==> config.mk <==
export PLATFORM = sky130hd
export DESIGN_NAME = cycle_sequencer
export DESIGN_NICKNAME = d
export VERILOG_FILES = /design/src/rtl/cycle_sequencer.sv
export SDC_FILE = /design/constraint.sdc
export NUM_CORES = 1
export LEC_CHECK = 0
export CAP_MARGIN = 5
export CORE_MARGIN = 5
export CORE_UTILIZATION = 50
export DETAILED_ROUTE_END_ITERATION = 12
export PLACE_DENSITY = 0.8
export SLEW_MARGIN = 0
export SYNTH_ARGS = -nofsm -noshare
export SYNTH_HDL_FRONTEND = slang
export SYNTH_SLANG_ARGS = --single-unit
==> constraint.sdc <==
create_clock -name clock -period 1.9 [get_ports clock]
set_input_delay 0.38 -clock clock [delete_from_list [all_inputs] [get_ports clock]]
set_output_delay 0.38 -clock clock [all_outputs]
set_load 0.02 [all_outputs]
==> src/rtl/cycle_sequencer.sv <==
// cycle_sequencer: multicycle control sequencer for the single-clock processor.
// Steps each instruction through FETCH/DECODE/EXEC/(MWAIT)/(MEM)/WB. It drives
// one-cycle enable strobes instead of divided module clocks. It also handles
// mult/div ready/timeout, overflow-to-$30 status writes and a retired-instruction
// counter.
module cycle_sequencer #(
    parameter int MD_TIMEOUT = 32,
    parameter int CNT_W      = 32
) (
    input  logic             clock,
    input  logic             reset,
    input  logic             run,
    input  logic [4:0]       opcode,
    input  logic [4:0]       alu_op,
    input  logic             alu_overflow,
    input  logic             alu_rdy,
    output logic             ir_we,
    output logic             imem_en,
    output logic             rf_re,
    output logic             alu_start,
    output logic             dmem_en,
    output logic             dmem_we,
    output logic             rf_we,
    output logic             pc_en,
    output logic             rf_wsel_status,
    output logic [2:0]       status_code,
    output logic             busy,
    output logic             md_err,
    output logic [CNT_W-1:0] instr_count
);

    localparam int TW = $clog2(MD_TIMEOUT + 1);

    typedef enum logic [2:0] {
        S_IDLE, S_FETCH, S_DECODE, S_EXEC, S_MWAIT, S_MEM, S_WB
    } state_e;

    state_e           state_q, state_d;
    logic             ovf_q, ovf_d;
    logic [2:0]       code_q, code_d;
    logic             nowr_q, nowr_d;     // suppress rf_we after a mult/div timeout
    logic             md_err_q, md_err_d;
    logic [TW-1:0]    tmo_q, tmo_d;
    logic [CNT_W-1:0] icnt_q, icnt_d;

    // Instruction decode from the datapath IR (stable from DECODE onward).
    logic is_r, is_add, is_sub, is_mul, is_div, is_addi, is_sw, is_lw;
    logic is_md, is_addsub, is_mem, writes;
    logic [2:0] dec_code;

    // Classify the current instruction and pick its overflow status code.
    always_comb begin
        is_r      = (opcode == 5'b00000);
        is_add    = is_r && (alu_op == 5'b00000);
        is_sub    = is_r && (alu_op == 5'b00001);
        is_mul    = is_r && (alu_op == 5'b00110);
        is_div    = is_r && (alu_op == 5'b00111);
        is_addi   = (opcode == 5'b00101);
        is_sw     = (opcode == 5'b00111);
        is_lw     = (opcode == 5'b01000);
        is_md     = is_mul | is_div;
        is_addsub = is_add | is_sub | is_addi;
        is_mem    = is_sw | is_lw;
        writes    = is_addsub | is_md | is_lw;
        dec_code  = 3'd0;
        if (is_add)  dec_code = 3'd1;
        if (is_addi) dec_code = 3'd2;
        if (is_sub)  dec_code = 3'd3;
        if (is_mul)  dec_code = 3'd4;
        if (is_div)  dec_code = 3'd5;
    end

    // Next-state logic: stage sequencing, overflow capture, mult/div timeout.
    always_comb begin
        state_d  = state_q;
        ovf_d    = ovf_q;
        code_d   = code_q;
        nowr_d   = nowr_q;
        md_err_d = md_err_q;
        tmo_d    = tmo_q;
        icnt_d   = icnt_q;
        case (state_q)
            S_IDLE: begin
                if (run) state_d = S_FETCH;
            end
            S_FETCH: begin
                ovf_d   = 1'b0;
                nowr_d  = 1'b0;
                state_d = S_DECODE;
            end
            S_DECODE: state_d = S_EXEC;
            S_EXEC: begin
                code_d = dec_code;
                // mul/div overflow arrives with alu_rdy, lw/sw never flag it
                ovf_d  = is_addsub & alu_overflow;
                if (is_md) begin
                    tmo_d   = '0;
                    state_d = S_MWAIT;
                end else if (is_mem) begin
                    state_d = S_MEM;
                end else begin
                    state_d = S_WB;
                end
            end
            S_MWAIT: begin
                if (alu_rdy) begin
                    ovf_d   = alu_overflow;
                    state_d = S_WB;
                end else if (tmo_q == TW'(MD_TIMEOUT - 1)) begin
                    md_err_d = 1'b1;
                    nowr_d   = 1'b1;
                    state_d  = S_WB;
                end else begin
                    tmo_d = tmo_q + TW'(1);
                end
            end
            S_MEM: begin
                if (is_sw) begin
                    icnt_d  = icnt_q + CNT_W'(1);
                    state_d = run ? S_FETCH : S_IDLE;
                end else begin
                    state_d = S_WB;
                end
            end
            S_WB: begin
                icnt_d  = icnt_q + CNT_W'(1);
                state_d = run ? S_FETCH : S_IDLE;
            end
            default: state_d = S_IDLE;
        endcase
    end

    // State and bookkeeping registers.
    always_ff @(posedge clock or negedge reset) begin
        if (!reset) begin
            state_q  <= S_IDLE;
            ovf_q    <= 1'b0;
            code_q   <= 3'd0;
            nowr_q   <= 1'b0;
            md_err_q <= 1'b0;
            tmo_q    <= '0;
            icnt_q   <= '0;
        end else begin
            state_q  <= state_d;
            ovf_q    <= ovf_d;
            code_q   <= code_d;
            nowr_q   <= nowr_d;
            md_err_q <= md_err_d;
            tmo_q    <= tmo_d;
            icnt_q   <= icnt_d;
        end
    end

    // Moore strobe decode of the registered state.
    always_comb begin
        ir_we          = 1'b0;
        imem_en        = 1'b0;
        rf_re          = 1'b0;
        alu_start      = 1'b0;
        dmem_en        = 1'b0;
        dmem_we        = 1'b0;
        rf_we          = 1'b0;
        pc_en          = 1'b0;
        rf_wsel_status = 1'b0;
        status_code    = 3'd0;
        case (state_q)
            S_FETCH: begin
                imem_en = 1'b1;
                ir_we   = 1'b1;
            end
            S_DECODE: rf_re     = 1'b1;
            S_EXEC:   alu_start = 1'b1;
            S_MEM: begin
                dmem_en = 1'b1;
                dmem_we = is_sw;
                pc_en   = is_sw;
            end
            S_WB: begin
                pc_en          = 1'b1;
                rf_we          = writes & ~nowr_q;
                rf_wsel_status = ovf_q;
                status_code    = ovf_q ? code_q : 3'd0;
            end
            default: ;
        endcase
    end

    assign busy        = (state_q != S_IDLE);
    assign md_err      = md_err_q;
    assign instr_count = icnt_q;

endmodule

==> out/metrics.yaml, run 1 <==
io_buffers: 60
rr_endpoint: "tmo_q[2]"
synth_area_leaders: "dfrtp_1, xor2_1, nor4_2"
min_period_ns: 1.87
grt_max_degree: 31
maxSlewViolCount: 0
synthXorXnorAreaFrac_pct: 10.4
synthArstFlopShare_pct: 100
ys_seq_elements: 47
start_util_pct: 52.2
ys_seq_area_share_pct: 43.6
tightest_slew_ns: 0.440
die_h_um: 83.5
syn_area_per_cell_sq_um: 10.5
synth-main-ff-cell: "dfrtp_1"
cts_root_buf: "clkbuf_8"
avgRoutedWirePerCell_um: 15.7
grt_pass1_vias: 2425
yosys.area.top_type: "dfrtp_1"
antenna_found_initial: 0
wirelength_um: 6500
reg2reg_depth: 5
grt_overflow_total: 0
finalClockSkew_ns: 0.0106
synth_mux_area_share_pct: 0
gp_congestion: 0.795
fin_area_sq_um: 3640
synth_most_common_cell: "dfrtp_1"
synth_fa_ha_area_share_pct: 0.927
crit_type: "in -> out"
outcome: "finished clean"
dpl_cell_area_sq_um: 3550
p_total_uw: 3280
synthSimpleGateAreaFrac_pct: 30.5
htreeDepth: 2
drt-initial-drc-count: 89
leakage_uw: 0.00169
rsz0062_at_grt: "true"
crit_chain: "dlygate4sd2_1 > and4bb_2 > nor2b_4 > a221oi_2 > nor3b_2 > buf_4"
netlist_instances: 256
min_period_over_period_pct: 98.6
finalHoldViolCount: 0
syn2layout_area_growth_pct: 34.8
cts_tree: "yes"
final_nets: 359
setup_viol: 0
timing.fmax_mhz: 534
diodes: 0
drc: 0
n_fill_cell: 414
cp_data_arrival_time_ns: 1.49
clock_sinks: 47
p_per_area_nw_per_um2: 903
drive_above_1_share_pct: 27.1
dp_hpwl_um: 4800
multi_input_area_sq_um: 1480
max_stage_delay_ns: 0.31
synthTopCellsByCount: "dfrtp_1, nand2_1, xor2_1, nor3_1, and3_1"
cts_buffers: 5
yosysWarnings: 0
reg2reg_from: "state_q[0]"
synth_top_family_by_area: "simple AND/OR/NAND/NOR gates"
ys_types: 54
io_pins: 61
dr.pass1.iters: 4
rows: 26
cp-end-kind: "output pin"
die_x_um: 83.5
gr-usage-all-layers_pct: 18.9
viasPerCell: 5.66
max_cap_violations: 0
regToRegSetupSlack_ns: 0.09
preCtsSetupSlack_ns: -0.769
tns_ns: 0
crit_required_ns: 1.52
synth_area_sq_um: 2700
grt_first_pass_wirelength_um: 11100
setup.worst_path.start_class: "input port"
synth_edf_count: 0
holdCritPathClass: "in -> async"
ir_worst_vdd_v: 0.000636
yosysTopAreaCellShare_pct: 43.6
ant_nets: 0
cts.clk_slew.worst_paths_ns: 0.09
dieArea_sq_um: 6970
layout_setup_ws_ns: 0.0262
via_count: 2337
clock_latency_ns: 0.30
worstPathMaxFanout: 3
core_area_sq_um: 5170
relSlewSlack_pct: 70.7
whs_ns: 0.00972
cts_buffer_depth: 2
regArea_sq_um: 1180
syn-num-nets: 273
synth_compound_area_share_pct: 11.3
cpMaxStageDelayCell: "and4bb_2"
==> power by group <==
group          leakage, uW  internal, uW  switching (uW)
logic             0.000995           578             732
registers         0.000639          1110             129
clock network    0.0000581           392             343
total              0.00169          2080            1200
==> metal layers <==
layer	routed length, um	global-route usage, %
met3	322	3.95
met4	46	4.82
met1	2780	22.9
met5	0	0
met2	3360	34.1
==> sequential cells by signal, summed over array words and instances, names as in the netlist <==
signal,flops
code_q,3
tmo_q,6
state_q,3
md_err,1
nowr_q,1
ovf_q,1
instr_count,32
==> layout by cell type (no fill, tap or decap), types with 2 or more instances in the layout <==
cell type / Yosys / layout
buf_4: 2 / 31
buf_2: 5 / 5
inv_2: 2 / 2
o31ai_1: 3 / 3
nor3_2: 1 / 3
nor3_1: 14 / 12
nand3b_1: 3 / 3
clkbuf_2: 1 / 8
nand3_1: 8 / 8
xnor2_1: 5 / 5
a21oi_1: 6 / 6
and3_1: 11 / 11
o21ai_0: 10 / 10
clkdlybuf4s15_1: 0 / 2
a22o_1: 2 / 2
inv_1: 3 / 3
dfrtp_1: 47 / 46
nand2_1: 27 / 27
nor4b_2: 5 / 5
and3b_2: 1 / 2
nor2_1: 10 / 10
clkdlybuf4s50_1: 0 / 39
dlygate4sd2_1: 0 / 3
o2bb2ai_1: 3 / 3
and4_1: 6 / 6
xor2_1: 27 / 27
nor2b_1: 4 / 3
clkbuf_8: 0 / 5
nor4_2: 9 / 10
and2_1: 3 / 2
nand4_1: 8 / 8
ha_1: 2 / 2
==> how the worst max path moves through the flow <==
stage | end | slack, ns | cells past startpoint | from
after floorplan | ir_we | 0.09 | 4 | state_q[0]
final | rf_we | 0.03 | 6 | opcode[3]
after global routing | rf_we | -0.06 | 6 | opcode[3]
after CTS | rf_we | -0.04 | 6 | alu_op[3]
after detailed placement | rf_we | -0.77 | 6 | opcode[1]
after global placement | rf_we | -0.70 | 6 | opcode[1]
==> worst max-delay path: cells and delay by family <==
family,cells,cell delay [ns]
buffers and inverters,2,0.42
AO/OA/AOI/OAI,1,0.05
AND/OR/NAND/NOR,3,0.64
==> layout make-up <==
type	count	share of cell area, %
flip-flops and latches	47	32.4
multi-input cells	193	40.5
repair buffers	90	21.1
well taps	70	2.41
inverters	5	0.516
clock inverters	3	1.20
clock buffers	5	1.89
==> cell families after synthesis <==
logic type,after synthesis
simple gates,122
fa+ha+maj,2
flops,47
compound gates,37
xor+xnor,32
buf+inv,16
==> metrics by stage <==
step	util [%]	std cells
4_1_cts	70.5	413
3_3_place_gp	68.6	404
6_report	70.3	413
3_5_place_dp	68.6	404
5_1_grt	70.3	413
2_1_floorplan	-	256
==> repair_timing <==
item	in CTS	in global routing
resized for setup	46	22
setup buffers	1	0
cloned	0	0
endpoints found under the setup margin	42	16
pin swaps	3	4
hold buffers	0	0
Note: power is estimated with default switching activity, not from simulation.
==> run 2, diff against run 1 <==
--- a/config.mk
+++ b/config.mk
@@ -7,9 +7,10 @@
 export LEC_CHECK = 0
 export CAP_MARGIN = 5
 export CORE_MARGIN = 5
-export CORE_UTILIZATION = 50
+export CORE_UTILIZATION = 55
 export DETAILED_ROUTE_END_ITERATION = 12
-export PLACE_DENSITY = 0.8
+export DONT_BUFFER_PORTS = 1
+export PLACE_DENSITY = 0.7
 export SLEW_MARGIN = 0
 export SYNTH_ARGS = -nofsm -noshare
 export SYNTH_HDL_FRONTEND = slang
==> out/metrics.yaml, run 2 (synthesis gave the netlist of run 1 again) <==
outcome: "finished clean"  # unchanged
htreeDepth: 2  # unchanged
io_pins: 61  # unchanged
finalClockSkew_ns: 0.00429  # was 0.0106 ns
grt_max_degree: 48  # was 31
fin_cells: 363  # was 413
n_fill_cell: 391  # was 414
syn2layout_area_growth_pct: 19.2  # was 34.8%
gp_congestion: 0.834  # was 0.795
via_count: 2089  # was 2337
rsz0062_at_grt: "true"  # unchanged
largest_reg_flops: 32  # unchanged
cp_data_arrival_time_ns: 2.06  # was 1.49 ns
wirelength_um: 5910  # was 6500 um
dieArea_sq_um: 6410  # was 6970 sq um
cts_buffers: 5  # unchanged
die_x_um: 80.1  # was 83.5 um
final_cell_mix: "dfrtp_1, buf_4, nand2_1, xor2_1, nor3_1"  # was dfrtp_1, clkdlybuf4s50_1, buf_4
cts_tree: "yes"  # unchanged
max_cap_violations: 0  # unchanged
antenna_found_initial: 0  # unchanged
diodes: 0  # unchanged
holdCritPathClass: "in -> reg"  # was in -> async
p_int_uw: 1950  # was 2080 uW
finalHoldViolCount: 0  # unchanged
p_switching_uw: 1140  # was 1200 uW
clock_latency_ns: 0.29  # was 0.30 ns
rows: 25  # was 26
grt_overflow_total: 0  # unchanged
clock_sinks: 47  # unchanged
routed.top_layer: "met4"  # unchanged
p_total_uw: 3080  # was 3280 uW
drc: 0  # unchanged
start_util_pct: 56.8  # was 52.2%
die_h_um: 80.1  # was 83.5 um
dpl_cell_area_sq_um: 2960  # was 3550 sq um
p_per_area_nw_per_um2: 958  # was 903 nW/um^2
p_clk_share_pct: 19.5  # was 22.4%
min_period_over_period_pct: 96.9  # was 98.6%
layout_commonest_cell: "dfrtp_1"  # unchanged
maxSlewViolCount: 0  # unchanged
dp_cells: 343  # was 404
io_buffers: 0  # was 60
tightest_slew_ns: 0.438  # was 0.440 ns
met1Wirelength_um: 2490  # was 2780 um
cp-end-kind: "flip-flop"  # was output pin
multi_input_area_sq_um: 1460  # was 1480 sq um
ir_worst_vdd_v: 0.000749  # was 0.000636 V
crit_type: "reg -> reg"  # was in -> out
min_period_ns: 1.84  # was 1.87 ns
seq_power_share_pct: 40.6  # was 37.7%
p_comb_share_pct: 39.9  # about the same
drt-initial-drc-count: 90  # was 89
wl_met3_um: 425  # was 322 um
grt_pass1_vias: 2101  # was 2425
regArea_sq_um: 1180  # about the same
setup.worst_path.start_class: "flip-flop"  # was input port
dp_hpwl_um: 4150  # was 4800 um
grt_first_pass_wirelength_um: 10100  # was 11100 um
setup_viol: 0  # unchanged
dr.pass1.iters: 4  # unchanged
drive_above_1_share_pct: 29.4  # was 27.1%
fin_area_sq_um: 3220  # was 3640 sq um
timing.fmax_mhz: 543  # was 534 MHz
gr-usage-all-layers_pct: 19.8  # was 18.9%
wl_met2_um: 2950  # was 3360 um
crit_required_ns: 2.12  # was 1.52 ns
worstPathMaxFanout: 15  # was 3
leakage_uw: 0.00156  # was 0.00169 uW
ant_nets: 0  # unchanged
core_area_sq_um: 4750  # was 5170 sq um
tns_ns: 0  # unchanged
final_nets: 313  # was 359
viasPerCell: 5.75  # was 5.66
cts_root_buf: "clkbuf_8"  # unchanged
relSlewSlack_pct: 70.5  # was 70.7%
cts.clk_slew.worst_paths_ns: 0.08  # was 0.09 ns
switching_share_pct: 36.8  # was 36.7%
whs_ns: 0.227  # was 0.00972 ns
cts_buffer_depth: 2  # unchanged
avgRoutedWirePerCell_um: 16.3  # was 15.7 um
-- run 2: cell types whose count changed in the layout (fill, tap and decap cells not counted), sizes merged, moves of 2 or more --
cell | before | now
clkbuf | 13 | 6
clkdlybuf4s15 | 2 | 0
dlygate4sd2 | 3 | 0
buf | 37 | 42
clkdlybuf4s50 | 39 | 0
-- run 2: metal layers --
layer  global-route usage [%]  vias up
li1                         -     1016
met1                     24.2     1020
met2                     33.1       50
met3                     7.17        3
met4                     5.07        0
met5                        0        -
-- run 2: through the flow --
| stage | util [%] | setup WS, ns |
|---|---|---|
| final | 67.7 | 0.0591 |
| after global routing | 67.7 | -0.0259 |
| after CTS | 65.9 | -0.00812 |
| after detailed placement | 62.3 | 0.112 |
| after global placement | 62.3 | 0.145 |
| after floorplan | - | 0.0857 |
-- run 2: worst max-delay path, stage by stage (launching register included) --
cell and delay [ns]:
dfrtp_2 0.45, and3b_2 0.29, a31oi_4 0.10, buf_4 0.15, bufbuf_16 0.29, nor4_2 0.31
xor2_1 0.17
-- run 2: cell type report --
class                   instances  area share [%]
flip-flops and latches         47            36.6
inverters                       5           0.583
clock inverters                 1           0.155
multi-input cells             193            45.4
repair buffers                 44            12.0
clock buffers                   6            2.57
well taps                      67            2.60
-- run 2: path summary, 6_finish.rpt --
| path | endpoint | slack, ns | cells past startpoint | start |
|---|---|---|---|---|
| min in group asynchronous | instr_count[3] | 0.60 | 2 | reset |
| max in group asynchronous | state_q[0] | 1.09 | 2 | reset |
| hold / removal | ovf_q | 0.23 | 2 | alu_overflow |
| setup / recovery | instr_count[21] | 0.06 | 6 | state_q[1] |
| hold reg to reg | code_q[0] | 0.48 | 2 | code_q[0] |
| setup reg to reg | instr_count[21] | 0.06 | 6 | state_q[1] |
-- run 2: what timing repair did --
action                     4_1_cts  5_1_grt
hold endpoints to repair        47        0
setup endpoints to repair        3       13
pin swaps                        0        2
hold buffers                     2        0
buffers inserted                 1        9
gates cloned                     1        0
resized for setup                4        5
-- run 2: power by group through the flow --
| stage | Sequential (uW) | Clock, uW | Combinational [uW] |
|---|---|---|---|
| after floorplan | 1260 | 0 | 757 |
| after global placement | 1270 | 0 | 990 |
| after detailed placement | 1280 | 0 | 998 |
| after CTS | 1270 | 629 | 1100 |
| after global routing | 1270 | 671 | 1350 |
| final | 1250 | 602 | 1230 |
==> run 3, diff against run 2 <==
--- a/config.mk
+++ b/config.mk
@@ -7,10 +7,9 @@
 export LEC_CHECK = 0
 export CAP_MARGIN = 5
 export CORE_MARGIN = 5
-export CORE_UTILIZATION = 55
+export CORE_UTILIZATION = 43
 export DETAILED_ROUTE_END_ITERATION = 12
 export DONT_BUFFER_PORTS = 1
-export PLACE_DENSITY = 0.7
 export SLEW_MARGIN = 0
 export SYNTH_ARGS = -nofsm -noshare
 export SYNTH_HDL_FRONTEND = slang
==> out/metrics.yaml, run 3 (synthesis gave the netlist of run 1 again) <==
outcome: "finished clean"  # unchanged
setup_viol: 0  # unchanged
viasPerCell: 5.70  # was 5.75
htreeDepth: 2  # unchanged
grt_pass1_vias: 2073  # was 2101
gp_congestion: 0.790  # was 0.834
finalHoldViolCount: 0  # unchanged
cts_buffer_depth: 2  # unchanged
cts_root_buf: "clkbuf_8"  # unchanged
p_per_area_nw_per_um2: 1020  # was 958 nW/um^2
final_cell_mix: "dfrtp_1, buf_4, nand2_1, xor2_1, nor3_1"  # unchanged
max_cap_violations: 0  # unchanged
min_period_over_period_pct: 99.8  # was 96.9%
p_total_uw: 3380  # was 3080 uW
start_util_pct: 44.8  # was 56.8%
timing.fmax_mhz: 527  # was 543 MHz
grt.met2_usage_pct: 26.9  # was 33.1%
io_buffers: 0  # unchanged
via_count: 2104  # was 2089
max_stage_delay_ns: 0.43  # was 0.45 ns
grt_max_degree: 48  # unchanged
avgRoutedWirePerCell_um: 16.9  # was 16.3 um
crit_type: "reg -> out"  # was reg -> reg
grt_util_met3_pct: 5.35  # was 7.17%
final_nets: 310  # was 313
ir_worst_vdd_v: 0.000755  # was 0.000749 V
crit_required_ns: 1.52  # was 2.12 ns
dr.pass1.iters: 4  # unchanged
leakage_uw: 0.00158  # was 0.00156 uW
diodes: 0  # unchanged
path_buf_inv: 3  # was 2
setup.worst_path.start_class: "flip-flop"  # unchanged
cts_tree: "yes"  # unchanged
holdCritPathClass: "in -> reg"  # unchanged
critical-path-top-delay-family: "flip-flops"  # was simple AND/OR/NAND/NOR gates
cts_buffers: 5  # unchanged
antenna_found_initial: 0  # unchanged
maxSlewViolCount: 0  # unchanged
io_pins: 61  # unchanged
regToRegSetupSlack_ns: 0.03  # was 0.06 ns
syn2layout_area_growth_pct: 22.2  # was 19.2%
relSlewSlack_pct: 72.6  # was 70.5%
worstPathMaxFanout: 6  # was 15
clock_sinks: 47  # unchanged
n_fill_cell: 534  # was 391
tightest_slew_ns: 0.407  # was 0.438 ns
wirelength_um: 6230  # was 5910 um
cp_data_arrival_time_ns: 1.52  # was 2.06 ns
grt_first_pass_wirelength_um: 10400  # was 10100 um
finalClockSkew_ns: 0.0118  # was 0.00429 ns
cts.clk_slew.worst_paths_ns: 0.09  # was 0.08 ns
die_h_um: 89.2  # was 80.1 um
largest_reg_flops: 32  # unchanged
rows: 28  # was 25
utilization_pct: 54.7  # was 67.7%
dieArea_sq_um: 7960  # was 6410 sq um
min_period_ns: 1.90  # was 1.84 ns
drive_above_1_share_pct: 29.3  # was 29.4%
drc: 0  # unchanged
whs_ns: 0.222  # was 0.227 ns
crit_chain: "buf_6 > and3b_2 > a31oi_4 > buf_12 > inv_6"  # was and3b_2 > a31oi_4 > buf_4 > bufbuf_16 > nor4_2 > xor2_1
die_x_um: 89.2  # was 80.1 um
cp-end-kind: "output pin"  # was flip-flop
layout_commonest_cell: "dfrtp_1"  # unchanged
cpMaxStageDelayCell: "dfrtp_1"  # was dfrtp_2
ant_nets: 0  # unchanged
core_area_sq_um: 6030  # was 4750 sq um
dp_hpwl_um: 4300  # was 4150 um
rsz0062_at_grt: "true"  # unchanged
grt_most_used_layer: "met2"  # unchanged
grt_overflow_total: 0  # unchanged
gr-usage-all-layers_pct: 16.5  # was 19.8%
use_met1_pct: 21.4  # was 24.2%
clock_latency_ns: 0.30  # was 0.29 ns
drt-initial-drc-count: 100  # was 90
-- run 3: cell count changes in the layout (fill, tap and decap cells not counted), moves of 3 or more --
cell,before,now
nor3_2,1,4
buf_4,39,34
buf_6,0,3
nor3_1,14,11
-- run 3: final cells by class --
type / count / area [sq um] / area share [%]
timing repair buffer: 41 / 379 / 11.5
clock buffer: 5 / 68.8 / 2.09
inverter: 5 / 23.8 / 0.721
sequential: 47 / 1180 / 35.7
clock inverter: 3 / 67.6 / 2.05
multi-input combinational: 193 / 1490 / 45.1
tap: 75 / 93.8 / 2.85
-- run 3: per-layer routing --
metal | part of all wire (%) | routed length, um
met1 | 45 | 2780
met2 | 48 | 3010
met3 | 6.6 | 410
met4 | 0.53 | 33
met5 | 0 | 0
-- run 3: path summary, 6_finish.rpt --
path / startpoint / end / cells past startpoint
max: state_q[1] / pc_en / 5
min: alu_overflow / ovf_q / 2
max reg2reg: state_q[1] / instr_count[16] / 6
min reg2reg: code_q[0] / code_q[0] / 2
max in group asynchronous: reset / state_q[0] / 2
min in group asynchronous: reset / instr_count[13] / 2
-- run 3: through the flow --
| stage | setup WS (ns) | instances | cell area [sq um] | TNS [ns] |
|---|---|---|---|---|
| CTS | -0.00481 | 367 | 3250 | -0.00481 |
| detailed placement | 0.109 | 350 | 2970 | 0 |
| global route | -0.0765 | 369 | 3300 | -0.424 |
| global placement | 0.141 | 350 | 2970 | 0 |
| finish | 0.00397 | 369 | 3300 | 0 |
| floorplan | 0.0857 | 256 | 2710 | 0 |
-- run 3: repair_timing --
action,in CTS,in global routing
gates resized for setup,9,7
hold endpoints to repair,47,0
buffers inserted,6,2
gates cloned,1,0
pin swaps,2,4
setup endpoints to repair,5,24
hold buffers,2,0
-- run 3: power breakdown --
group          internal (uW)  total (uW)  switching, uW
Combinational            545        1240            696
Sequential              1110        1260            147
Clock                    525         875            350
